[src/rtl/mux_scan_sequencer.sv]
// Drives a latched 4-bit word onto a 4:1 mux, walks the selects, samples the mux
// output after a settle delay, and self-checks each sample against the latched word.
module mux_scan_sequencer #(
   parameter int unsigned HOLD_CYCLES = 1
) (
   input  logic       clk,
   input  logic       reset,
   input  logic       load_valid,
   input  logic [3:0] load_data,
   output logic       load_ready,
   output logic       in0,
   output logic       in1,
   output logic       in2,
   output logic       in3,
   output logic       address0,
   output logic       address1,
   input  logic       mux_out,
   output logic       bit_valid,
   output logic       bit_data,
   output logic [1:0] bit_index,
   output logic       done,
   output logic       mismatch,
   output logic [3:0] error_count
);

   typedef enum logic [1:0] {IDLE, SETTLE, SAMPLE, DONE} state_t;

   localparam logic [3:0] HOLD_LAST = 4'(HOLD_CYCLES - 1);

   state_t     state, state_nxt;
   logic [3:0] settle_cnt;
   logic [1:0] addr;
   logic [3:0] word;
   logic       expected_bit;

   assign expected_bit = word[addr];

   always_comb begin
      state_nxt = state;
      case (state)
         IDLE:    if (load_valid) state_nxt = SETTLE;
         SETTLE:  if (settle_cnt == HOLD_LAST) state_nxt = SAMPLE;
         SAMPLE:  state_nxt = (addr == 2'd3) ? DONE : SETTLE;
         DONE:    state_nxt = IDLE;
         default: state_nxt = IDLE;
      endcase
   end

   always_ff @(posedge clk) begin
      if (reset) begin
         state       <= IDLE;
         settle_cnt  <= '0;
         addr        <= '0;
         word        <= '0;
         bit_valid   <= 1'b0;
         bit_data    <= 1'b0;
         bit_index   <= '0;
         mismatch    <= 1'b0;
         error_count <= '0;
      end else begin
         state     <= state_nxt;
         bit_valid <= 1'b0;
         case (state)
            IDLE: begin
               if (load_valid) begin
                  word       <= load_data;
                  addr       <= '0;
                  settle_cnt <= '0;
               end
            end
            SETTLE: settle_cnt <= settle_cnt + 4'd1;
            SAMPLE: begin
               bit_valid <= 1'b1;
               bit_data  <= mux_out;
               bit_index <= addr;
               if (mux_out != expected_bit) begin
                  mismatch <= 1'b1;
                  if (error_count != 4'hF) error_count <= error_count + 4'd1;
               end
               // Address holds at 3 through DONE and into IDLE.
               if (addr != 2'd3) begin
                  addr       <= addr + 2'd1;
                  settle_cnt <= '0;
               end
            end
            default: ;
         endcase
      end
   end

   assign load_ready = (state == IDLE);
   assign done       = (state == DONE);
   assign in0        = word[0];
   assign in1        = word[1];
   assign in2        = word[2];
   assign in3        = word[3];
   assign address0   = addr[0];
   assign address1   = addr[1];

endmodule
[config.mk]
export PLATFORM = sky130hd
export DESIGN_NAME = mux_scan_sequencer
export DESIGN_NICKNAME = d
export VERILOG_FILES = /design/src/rtl/mux_scan_sequencer.sv
export SDC_FILE = /design/constraint.sdc
export NUM_CORES = 1
export LEC_CHECK = 0
export BUFFER_PORTS_ARGS = -buffer_cell sky130_fd_sc_hd__buf_2
export CELL_PAD_IN_SITES_DETAIL_PLACEMENT = 0
export CELL_PAD_IN_SITES_GLOBAL_PLACEMENT = 1
export CORE_UTILIZATION = 40
export CTS_CLUSTER_SIZE = 28
export DETAILED_ROUTE_END_ITERATION = 7
export HOLD_SLACK_MARGIN = 0.15
export PLACE_DENSITY = 0.8
export SLEW_MARGIN = 20
export SYNTH_ARGS = -nofsm -noshare
export SYNTH_HDL_FRONTEND = slang
export SYNTH_SLANG_ARGS = --single-unit
[constraint.sdc]
create_clock -name clk -period 5.45 [get_ports clk]
set_input_delay 0.2725 -clock clk [delete_from_list [all_inputs] [get_ports clk]]
set_output_delay 0.2725 -clock clk [all_outputs]
set_load 0.01 [all_outputs]
==> flow_results.org <==
** Setup path
- Along the worst path, the maximum fanout reaches 5.
- Arrival time of the worst setup path :: 2.12 ns
- Setup CP Type :: register to register
- Gate family responsible for the most delay along the worst path :: multiplexers
- Standard cell with the maximum stage delay on the critical path :: sky130_fd_sc_hd__mux4_2
- Worst endpoint required time :: 5.65 ns
- Walking the worst path, the cells encountered are mux4_2, xor2_1, and3_4, mux2_4.
- Counting both buffers and inverters, the worst setup path holds a total of 0.
- STA classifies the critical path endpoint as a register.
- STA classifies the critical path startpoint as a register.
- Largest stage delay on the critical path :: 0.53 ns

** Flow run
- Across the run, the number of max-cap violations was 0.

** STA
- Final-report setup violation count :: 0
- Sum Neg Setup Slack :: 0 ns
- After layout, the worst path uses 35.2% of the clock period.
- Achievable clock frequency :: 521 MHz
- The hold violation count in the final report is 0.
- Worst Skew :: 0.00368 ns
- The number of max-slew violations in the final report is 0.
- The tightest hold path in the finished design has a slack of 0.204 ns.
- Worst-case headroom to the max-slew limit :: 62.8%
- Shortest period the worst path allows :: 1.92 ns
- Transition at the pin with the smallest max-transition slack :: 0.556 ns
- Unrepaired setup endpoints after global routing :: no

** Detailed routing
- Per-cell routed wire length :: 11.0 µm
- DRT iter0 DRCs :: 14
- Post-DR vias/cell :: 4.95
- Once detail routing completed, the nets flagged for antenna violations numbered 0.
- Via count :: 777
- Detailed-router iteration count before antenna repair :: 4
- For this run, design rule violations remaining after detail routing come to 0.
- Routed wire length :: 1.73 mm

** Cells and area
- Final antenna diode count :: 0
- Nets@finish :: 142
- Fraction of layout cells with a size suffix above 1 :: 25.6%
- Layout overhead on the synthesized area :: 17.4%

** Pwr
- Worst IR Drop VDD :: 0.148 mV
- The analysis attributes to cell leakage a power of 0.521 nW.
- Total Power Consumption :: 0.272 mW
- Power per cell area :: 243 mW/mm²

** Global routing
- Global-route usage over all layers :: 16.2%
- Maximum number of pins on one net before global-route repair :: 23
- Via count of the first global-routing pass :: 738
- The first global-routing pass estimated 3.04 mm of wire.
- The total overflow left after global routing is 0.
- Initial antenna violation count :: 0

** Synthesis
- After synthesis, the largest area contributor takes up 44.0% of total cell area.
- Yosys instantiated no cell more often than sky130_fd_sc_hd__dfxtp_1.
- Mapped Area :: 955 µm²
- Warnings from Yosys :: 0
- Post-synth EDFFs :: 0
- In this run, distinct cell masters in the synthesized netlist total 29.
- In the synthesized netlist the async set-or-reset flop fraction comes to 0%.
- Post-synth top flop :: sky130_fd_sc_hd__dfxtp_1
- A synthesized cell averages 9.09 µm².
- Sequential elements use 44.0% of the synthesized area.
- Area leader, netlist :: sky130_fd_sc_hd__dfxtp_1
- The number of nets handed over by synthesis was 117.
- The cell count after synthesis came out at 105.
- Sorting the synthesized cells by how often they occur yields sky130_fd_sc_hd__dfxtp_1, sky130_fd_sc_hd__nor2_1, sky130_fd_sc_hd__nand2_1, sky130_fd_sc_hd__a21oi_1, sky130_fd_sc_hd__mux2i_1.
- Yosys attributes the largest share of cell area to sky130_fd_sc_hd__dfxtp_1, sky130_fd_sc_hd__nor2_1, sky130_fd_sc_hd__mux2i_1.
- FF+latch count, synth :: 21

** Placed design
- Port Buf Inserts :: 24
- Gpl congestion :: 0.705
- Detailed placement finished with a half-perimeter wire length of 1.33 mm.

** Floorplanning
- The die covers 0.00259 mm².
- 25 I/O pins were placed.
- The floorplan has 17 rows.
- Die W :: 50.9 µm
- Die outline height :: 50.9 µm
- The region available for standard cell placement spans 0.00223 mm².
- Once the floorplan was initialized, standard cells occupied 42.7% of the core.

** Min path
- Classification of the worst-slack hold path :: input port to register

** CTS
- Clock-pin slew was measured on the worst setup and hold paths at 0.11 ns.
- TritonCTS clock tree :: yes
- CTS built an H-tree with a depth of 1.
- The number of setup buffers added after CTS is 0.
- In this run the deepest clock path goes through 2 buffers.
- Source-to-sink clock delay at the later pin of the worst-skew pair :: 0.30 ns
- Clock tree root buffer cell :: sky130_fd_sc_hd__clkbuf_4
- TritonCTS created 3 clock buffers.
- # hold bufs at CTS :: 0
- Once the clock tree was built, the resizer swapped 0 gates to a different size.
- The tree built by TritonCTS fans out to 21 sinks.

** Outcome
- Status :: complete, no violations
## path summary, 6_finish.rpt
| check | from | end | slack, ns | cells after the start |
|---|---|---|---|---|
| max reg2reg | addr[0]$_SDFFE_PP0P_ | error_count[0]$_SDFFE_PP0P_ | 3.53 | 4 |
| min reg2reg | bit_index[1]$_SDFFE_PP0N_ | bit_index[1]$_SDFFE_PP0N_ | 0.46 | 2 |
| max | addr[0]$_SDFFE_PP0P_ | error_count[0]$_SDFFE_PP0P_ | 3.53 | 4 |
| min | load_data[1] | word[1]$_SDFFE_PP0P_ | 0.20 | 3 |
## layout by cell type (no fill, tap or decap)
cell type                   count
sky130_fd_sc_hd__buf_2         24
sky130_fd_sc_hd__dfxtp_1       21
sky130_fd_sc_hd__nor2_1        17
sky130_fd_sc_hd__nand2_1        9
sky130_fd_sc_hd__mux2i_1        6
sky130_fd_sc_hd__a21oi_1        6
sky130_fd_sc_hd__nand2b_1       5
sky130_fd_sc_hd__nor2b_1        4
sky130_fd_sc_hd__ha_1           4
sky130_fd_sc_hd__xor2_1         3
sky130_fd_sc_hd__nand3_1        3
sky130_fd_sc_hd__clkbuf_4       3
sky130_fd_sc_hd__inv_1          2
sky130_fd_sc_hd__and2_1         2
sky130_fd_sc_hd__a31oi_1        2
sky130_fd_sc_hd__a211oi_1       2
sky130_fd_sc_hd__and3_1         2
sky130_fd_sc_hd__or3_1          1
sky130_fd_sc_hd__o21ai_0        1
sky130_fd_sc_hd__mux4_2         1
sky130_fd_sc_hd__and3_4         1
sky130_fd_sc_hd__mux2_4         1
sky130_fd_sc_hd__a2bb2oi_1      1
sky130_fd_sc_hd__and2_2         1
sky130_fd_sc_hd__nor3_1         1
sky130_fd_sc_hd__mux2_2         1
sky130_fd_sc_hd__or2_2          1
sky130_fd_sc_hd__a311oi_1       1
sky130_fd_sc_hd__a22o_1         1
sky130_fd_sc_hd__a22oi_1        1
sky130_fd_sc_hd__clkbuf_1       1
## layer usage
metal,share of wire (%),global-route usage [%]
met2,47,25.6
met3,6.9,5.95
met1,45,18.9
met5,0,0
met4,0.98,8.80
## power by group
part	switching, mW	internal (mW)
sequential	0.00543	0.159
combinational	0.0191	0.0165
clock	0.0439	0.0286
## kinds of logic after synthesis
family,synth area share [%]
simple gates,24.1
flops,44.0
compound gates,10.1
mux,11.4
buf+inv,2.36
fa+ha+maj,5.24
xor+xnor,2.75
## flip-flops by register name, indices dropped and copies added, names as in the netlist
| name | cells |
|---|---|
| state | 2 |
| error_count | 4 |
| bit_data | 1 |
| addr | 2 |
| settle_cnt | 4 |
| bit_valid | 1 |
| mismatch | 1 |
| word | 4 |
| bit_index | 2 |
## worst reg2reg max path, stage by stage (launching register included)
cell	delay [ns]
sky130_fd_sc_hd__dfxtp_1	0.44
sky130_fd_sc_hd__mux4_2	0.53
sky130_fd_sc_hd__xor2_1	0.30
sky130_fd_sc_hd__and3_4	0.26
sky130_fd_sc_hd__mux2_4	0.29
## per-stage QoR
stage | instance area, µm² | util, % | cells | setup WS (ns)
2_1_floorplan | 955 | - | 105 | 3.58
3_3_place_gp | 1090 | 49.0 | 153 | 3.59
3_5_place_dp | 1090 | 49.0 | 153 | 3.53
4_1_cts | 1120 | 50.2 | 157 | 3.53
5_1_grt | 1120 | 50.2 | 157 | 3.39
6_report | 1120 | 50.2 | 157 | 3.53
## layout make-up
class	instances	area, µm²
clock buffer	4	26.3
fill	227	1110
inverter	2	7.51
multi-input combinational	78	512
sequential	21	420
tap	28	35.0
timing repair buffer	24	120
No activity file was read; power rests on OpenSTA's default activity.
